File: config.mk
export PLATFORM = sky130hd
export DESIGN_NAME = scs8hd_polarity_rx
export DESIGN_NICKNAME = d
export VERILOG_FILES = /design/src/rtl/scs8hd_polarity_pkg.sv /design/src/rtl/scs8hd_polarity_detect.sv /design/src/rtl/scs8hd_polarity_rx.sv
export SDC_FILE = /design/constraint.sdc
export NUM_CORES = 1
export LEC_CHECK = 0
export CORE_MARGIN = 5
export CORE_UTILIZATION = 25
export DETAILED_ROUTE_END_ITERATION = 10
export SLEW_MARGIN = 15
export SYNTH_ARGS = -nofsm -noshare
export SYNTH_HDL_FRONTEND = slang
export SYNTH_SLANG_ARGS = --single-unit
File: constraint.sdc
create_clock -name CLK -period 2.1 [get_ports CLK]
set_input_delay 0.63 -clock CLK [delete_from_list [all_inputs] [get_ports CLK]]
set_output_delay 0.63 -clock CLK [all_outputs]
set_load 0.005 [all_outputs]
File: src/rtl/scs8hd_polarity_pkg.sv
// rtl/scs8hd_polarity_pkg.sv - shared types and defaults for the polarity-restoring receiver
package scs8hd_polarity_pkg;

  // Receiver modes: searching for the sync word, or assembling payload bytes
  typedef enum logic {
    ST_HUNT    = 1'b0,
    ST_PAYLOAD = 1'b1
  } state_e;

  localparam logic [7:0] PRE_DEFAULT    = 8'hD2;
  localparam int         NBYTES_DEFAULT = 4;

endpackage

File: src/rtl/scs8hd_polarity_detect.sv
// rtl/scs8hd_polarity_detect.sv - sync-word window and true/inverted comparators
module scs8hd_polarity_detect
  import scs8hd_polarity_pkg::*;
#(
  parameter logic [7:0] PRE = PRE_DEFAULT
) (
  input  logic clk,
  input  logic rst,
  input  logic a,
  input  logic clear,
  output logic match_true,
  output logic match_inv
);

  logic [7:0] sreg_q;
  logic [7:0] sreg_d;
  logic [7:0] sreg_shift;

  // Window after this edge's shift; matches look at it so a lock takes effect on the same edge
  always_comb begin
    sreg_shift = {sreg_q[6:0], a};
    match_true = (sreg_shift == PRE);
    match_inv  = (sreg_shift == ~PRE);
    sreg_d     = clear ? 8'h00 : sreg_shift;
  end

  // Window register; clearing at frame end keeps payload tails from aliasing the sync word
  always_ff @(posedge clk or posedge rst) begin
    if (rst) begin
      sreg_q <= 8'h00;
    end else begin
      sreg_q <= sreg_d;
    end
  end

endmodule

File: src/rtl/scs8hd_polarity_rx.sv
// rtl/scs8hd_polarity_rx.sv - serial receiver that detects line polarity from the sync word
module scs8hd_polarity_rx
  import scs8hd_polarity_pkg::*;
#(
  parameter logic [7:0] PRE    = PRE_DEFAULT,
  parameter int         NBYTES = NBYTES_DEFAULT
) (
  input  logic       CLK,
  input  logic       RESET,
  input  logic       A,
  output logic       Y,
  output logic [7:0] DATA,
  output logic       VALID,
  input  logic       READY,
  output logic       INV,
  output logic       LOCKED,
  output logic       OVF
);

  localparam int BCW = $clog2(NBYTES + 1);

  state_e         state_q, state_d;
  logic           inv_q, inv_d;
  logic           y_q, y_d;
  logic [2:0]     bitcnt_q, bitcnt_d;
  logic [BCW-1:0] bcnt_q, bcnt_d;
  logic [6:0]     shift_q, shift_d;
  logic [7:0]     data_q, data_d;
  logic           valid_q, valid_d;
  logic           ovf_q, ovf_d;

  logic           match_true;
  logic           match_inv;
  logic           clear;
  logic           byte_done;
  logic           line_bit;
  logic [7:0]     new_byte;

  scs8hd_polarity_detect #(
    .PRE(PRE)
  ) u_detect (
    .clk       (CLK),
    .rst       (RESET),
    .a         (A),
    .clear     (clear),
    .match_true(match_true),
    .match_inv (match_inv)
  );

  // Next-state: sync lock, payload bit/byte counting, and the single-entry output handshake
  always_comb begin
    state_d   = state_q;
    inv_d     = inv_q;
    bitcnt_d  = bitcnt_q;
    bcnt_d    = bcnt_q;
    shift_d   = shift_q;
    data_d    = data_q;
    valid_d   = valid_q;
    ovf_d     = 1'b0;
    clear     = 1'b0;
    byte_done = 1'b0;
    line_bit  = A ^ inv_q;
    new_byte  = {shift_q, line_bit};
    y_d       = A ^ inv_q;

    case (state_q)
      ST_HUNT: begin
        if (match_true) begin
          state_d  = ST_PAYLOAD;
          inv_d    = 1'b0;
          bitcnt_d = 3'd0;
          bcnt_d   = '0;
        end else if (match_inv) begin
          state_d  = ST_PAYLOAD;
          inv_d    = 1'b1;
          bitcnt_d = 3'd0;
          bcnt_d   = '0;
        end
      end
      ST_PAYLOAD: begin
        shift_d  = new_byte[6:0];
        bitcnt_d = bitcnt_q + 3'd1;
        if (bitcnt_q == 3'd7) begin
          byte_done = 1'b1;
          if (bcnt_q == BCW'(NBYTES - 1)) begin
            state_d = ST_HUNT;
            bcnt_d  = '0;
            clear   = 1'b1;
          end else begin
            bcnt_d = bcnt_q + BCW'(1);
          end
        end
      end
      default: begin
        state_d = ST_HUNT;
      end
    endcase

    // A finished byte either replaces a consumed/empty slot or is dropped with an overflow pulse
    if (byte_done) begin
      if (!valid_q || READY) begin
        data_d  = new_byte;
        valid_d = 1'b1;
      end else begin
        ovf_d = 1'b1;
      end
    end else if (valid_q && READY) begin
      valid_d = 1'b0;
    end
  end

  // State and datapath registers; reset drops any partial or pending byte silently
  always_ff @(posedge CLK or posedge RESET) begin
    if (RESET) begin
      state_q  <= ST_HUNT;
      inv_q    <= 1'b0;
      y_q      <= 1'b0;
      bitcnt_q <= 3'd0;
      bcnt_q   <= '0;
      shift_q  <= 7'd0;
      data_q   <= 8'h00;
      valid_q  <= 1'b0;
      ovf_q    <= 1'b0;
    end else begin
      state_q  <= state_d;
      inv_q    <= inv_d;
      y_q      <= y_d;
      bitcnt_q <= bitcnt_d;
      bcnt_q   <= bcnt_d;
      shift_q  <= shift_d;
      data_q   <= data_d;
      valid_q  <= valid_d;
      ovf_q    <= ovf_d;
    end
  end

  assign Y      = y_q;
  assign DATA   = data_q;
  assign VALID  = valid_q;
  assign INV    = inv_q;
  assign LOCKED = (state_q == ST_PAYLOAD);
  assign OVF    = ovf_q;

endmodule

* Word level (Yosys, flattened, before mapping) *
Cells that the tools add are included.

word-level totals
  flip-flop bits (word level) = 33
  output and inout bits = 13
  input bits = 4

cells by class
  reductions and logical operators = 9
  bitwise logic cells = 2
  muxes and demuxes = 24
  add/subtract/negate cells = 2
  equal/unequal tests = 7

operator list
  operator               count
  $mux W1                16
  $mux W3                4
  $pmux W3 S2            2
  $eq A8 B6 Y1 const B   1
  $eq A8 B8 Y1 const B   1
  $reduce_and A2 Y1      4
  $mux W7                1
  $add A3 B1 Y3 const B  2
  $ne A2 B1 Y1 const B   2
  $reduce_bool A2 Y1     2
  $eq A3 B2 Y1 const B   1
  $eq A3 B3 Y1 const B   1
  $ne A3 B3 Y1 const B   1
  $pmux W1 S2            1
  $logic_and A1 B1 Y1    1
  $logic_not A1 Y1       1
  $logic_or A1 B1 Y1     1
  $not A1 Y1             1
  $xor A1 B1 Y1          1

* Depth between registers and ports, before layout *
  word-level depth = 5
  gate-level depth with buffers = 7
  depth with buffers taken out = 6

* Hierarchy *
A second synthesis with hierarchy kept.

unflattened totals
  cell total of the unflattened synthesis = 102
  area, all modules = 1396.3 um2

by module, submodules not included
  module                  cells an instance  area each (um2)  seq. area each (um2)  instances
  scs8hd_polarity_rx      81                 1124.8           650.6                 1
  scs8hd_polarity_detect  21                 271.5            175.2                 1

* Least setup slack after synthesis *
No wires, ideal clock.

  path type = register -> register
  from = register bitcnt_q[0]
  to = register data_q[1], in the netlist DATA[1]
  setup time = 125 ps
  arrival = 1404 ps
  required time = 1975 ps
  setup slack = 571 ps
  stages on the path, launching flop included = 7
  path through = dfrtp_1 > ha_1 > ha_1 > nand2_1 > nor2b_1 > buf_2 > mux2_2

on the way
  word-level cells in the longest chain between the ends = 4

RTL lines
  element                      RTL line                   RTL
  start: declaration           scs8hd_polarity_rx.sv:25   logic [2:0] bitcnt_q, bitcnt_d;
  start signal: assignment     scs8hd_polarity_rx.sv:128  bitcnt_q <= bitcnt_d;
  $eq A3 B3 Y1                 scs8hd_polarity_rx.sv:83   if (bitcnt_q == 3'd7) begin
  $mux W1                      scs8hd_polarity_rx.sv:83
  $mux W1                      scs8hd_polarity_rx.sv:66   case (state_q)
  $reduce_and A2 Y1 (no line)  n/a
  end signal: assignment       scs8hd_polarity_rx.sv:131  data_q <= data_d;
  end: declaration             scs8hd_polarity_rx.sv:28   logic [7:0] data_q, data_d;

No other way between the ends.
A chain may end at the register's enable or synchronous reset.

* Worst setup path after layout *
  from = input port A
  to = register inv_q, in the netlist INV

on the way
  word-level cells in the longest chain between the ends = 3

RTL lines
  element                                              RTL line                                                    RTL
  start: declaration                                   scs8hd_polarity_rx.sv:10                                    input logic A,
  $eq A8 B8 Y1 / $eq A8 B6 Y1 (equally long branches)  scs8hd_polarity_detect.sv:22, scs8hd_polarity_detect.sv:23
  $reduce_bool A2 Y1 (no line)                         n/a
  $reduce_and A2 Y1 (no line)                          n/a
  end signal: assignment                               scs8hd_polarity_rx.sv:126                                   inv_q <= inv_d;
  end: declaration                                     scs8hd_polarity_rx.sv:23                                    logic inv_q, inv_d;

Several ways; a longest one is shown, not always the timed one.

==> results.yml <==
critical_path:
  cp.buffers_inverters: 1
  crit_slowest_cell: "clkdlybuf4s50_1"
  crit_path_max_fanout: 5
  timing.rr.start: "bitcnt_q[0]"
  timing.critical_path.required_ps: 2330
  worstReg2RegEnd: "DATA[1]"
  cpLargestDelayFamily: "buffers and inverters"
  reg2regPathDepth: 6
  worst-endpoint-arrival_ps: 2100
  endpoint_kind: "flip-flop"
  slack_of_the_worst_reg_to_reg_path_ps: 420
  setup.worst_path.start_class: "input pin"
  crit_cells: 5
  crit_start: "A"
  crit_path_max_incr_delay_ps: 520
  critical_path_class: "in2reg"
  cell_by_cell_listing_of_the_critical_path: "clkdlybuf4s50_1, nor4b_1, nand4_1, a21oi_1, o22a_2"
  timing.critical_path.to: "INV"
grt:
  initial_antenna_violation_count: 0
  largest_net_degree_at_the_start_of_global_routing: 26
  global_route_wire_length_before_repair_um: 4170
  globalRouteTotalUtil_pct: 7.45
  globalRoute.totalOverflow: 0
  first_global_vias: 916
synth:
  syn_area_um2: 1330
  yosysWarningCount: 0
  netlist-cell-type-count: 24
  syn_nets: 112
  ys_seq_area_share_pct: 62.2
  syn_inst: 105
  synth-seq-cells: 33
  post_synth.cell_area_avg_um2: 12.6
routing:
  wirelength_um: 2330
  via_count: 830
  wire_per_inst_um: 11.8
  drc_errors: 0
  drt_iter0_markers: 22
  vias_per_cell: 4.19
  detail_route.first_pass.iterations: 3
  final_antenna_net_count: 0
floorplanning:
  die_width_um: 82.9
  die-area_um2: 6870
  placementRows: 26
  start_util_pct: 25.8
  io_pins: 17
  core_area_um2: 5140
  die_height_um: 82.9
final_layout:
  fin_cells: 198
  final_common_cell: "dfrtp_1"
  design.final.nets: 134
  drive_above_1_share_pct: 19.5
  area_delta_synth_final_pct: 25.4
  utilization_pct: 32.4
  diodes: 0
  nFillCells: 545
  layout.cells.most_common_list: "dfrtp_1 (33), clkdlybuf4s50_1 (16), mux2_2 (13), and2_1 (7), nand2_1 (6)"
clocking:
  cts_inserted_buffers: 5
  cts.htree.levels: 2
  buffer_levels_on_the_longest_clock_path: 2
  clock-root-buffer: "clkbuf_8"
  cts.reportedPaths.clkPinSlew_ps: 70
  clk_latency_ps: 280
  post-cts-setup-buffer-count: 0
  quantity_of_hold_fixing_buffers_added_after_cts: 0
  cts.sink_count: 33
  clock_tree_from_tritoncts: "built"
  cts_resized: 0
pwr:
  power_density_nw_per_um2: 1160
  ir_worst_vdd_v: 0.000505
  total_power_w: 0.00193
  leakagePower_nw: 0.723
placed_design:
  post-dp-hpwl_um: 1650
  place_congestion: 0.754
  placement.io_buffers: 16
  place.detailed.instances: 190
sta:
  max_freq_mhz: 532
  clock-skew-final_ps: 7.13
  tmin_final_ps: 1880
  finalSetupTns_ps: 0
  normalized_max_slew_margin_pct: 81.8
  finalSetupViolations: 0
  min_period_over_period_pct: 89.5
  rsz_0062_raised_after_global_routing: "no"
  report.final.slew_viol_count: 0
  worst_slew_pin_slew_ps: 269
  hold_viol: 0
hold_path:
  hold_class: "reg2reg"
outcome:
  run_status: "completed"
flow_run:
  max-cap-violations: 0
==> layout make-up <==
type	count	area, µm²	share of cell area, %
Clock inverter	2	10.0	0.601
Sequential cell	33	826	49.6
Inverter	3	11.3	0.676
Tap cell	70	87.6	5.26
Timing Repair Buffer	20	190	11.4
Multi-Input combinational cell	64	468	28.1
Clock buffer	6	72.6	4.36
==> worst min-delay path, stage by stage, from the launching register on <==
cell	delay, ps
dfrtp_1	370
nand2_1	60
nor2_1	30
==> flip-flops by register name, summed over array words and instances, names as in the netlist <==
signal           count
u_detect.sreg_q      7
VALID                1
INV                  1
DATA                 8
bitcnt_q             3
shift_q              7
LOCKED               1
OVF                  1
bcnt_q               3
Y                    1
==> metal layers <==
layer / up-vias / routed length, µm / GRT usage (%)
li1: 402 / - / -
met1: 403 / 1110 / 8.76
met2: 18 / 1030 / 11.1
met3: 7 / 165 / 4.46
met4: 0 / 30 / 2.82
met5: - / 0 / 0
==> power breakdown <==
| part | switching, W | total, W | internal, W |
|---|---|---|---|
| logic | 0.000191 | 0.000518 | 0.000327 |
| registers | 0.000125 | 0.000965 | 0.000840 |
| clock network | 0.000220 | 0.000450 | 0.000229 |
| total | 0.000537 | 0.00193 | 0.00140 |
==> stage by stage <==
step                cell area, µm²  worst slack [ps]  hold slack, ps
global route                  1670               108             528
detailed placement            1580             -49.4             494
finish                        1670               221             500
global placement              1580              15.6             481
CTS                           1670               220             507
floorplan                     1330               571             460
==> synthesized netlist by cell type (all sizes together) <==
library cell / instances / area (µm²)
ha: 3 / 37.5
and2: 7 / 43.8
inv: 3 / 11.3
o311ai: 1 / 8.76
xnor2: 1 / 8.76
nand3b: 2 / 15.0
o22a: 1 / 10.0
a21oi: 3 / 15.0
o21a: 1 / 7.51
and2b: 1 / 7.51
mux2: 13 / 146
clkbuf: 2 / 7.51
nand4: 4 / 25.0
buf: 3 / 15.0
nor2b: 2 / 12.5
nand4b: 1 / 8.76
nand2b: 4 / 25.0
o21ai: 3 / 15.0
or2: 1 / 6.26
nor4b: 2 / 17.5
nand2: 6 / 22.5
nand3: 4 / 20.0
dfrtp: 33 / 826
nor2: 4 / 15.0
==> how the worst min path moves through the flow <==
stage | from | endpoint | slack, ps | depth (start not counted)
6_report | bcnt_q[2] | bcnt_q[2] | 500 | 2
5_1_grt | DATA[1] | DATA[1] | 530 | 1
4_1_cts | bcnt_q[2] | bcnt_q[2] | 510 | 2
3_5_place_dp | bcnt_q[2] | bcnt_q[2] | 490 | 2
3_3_place_gp | bcnt_q[2] | bcnt_q[2] | 480 | 2
2_1_floorplan | bcnt_q[2] | bcnt_q[2] | 460 | 2
==> cells by family after synthesis <==
kind of cell / after synthesis / synth area share, %
AOI/OAI and AO/OA: 9 / 4.24
buffers and inverters: 8 / 2.54
adders and majority gates: 3 / 2.83
and+or+nand+nor: 38 / 16.5
xor gates and xnor gates: 1 / 0.660
muxes: 13 / 11.0
DFF: 33 / 62.2
Note: power is estimated with default switching activity, not from simulation.
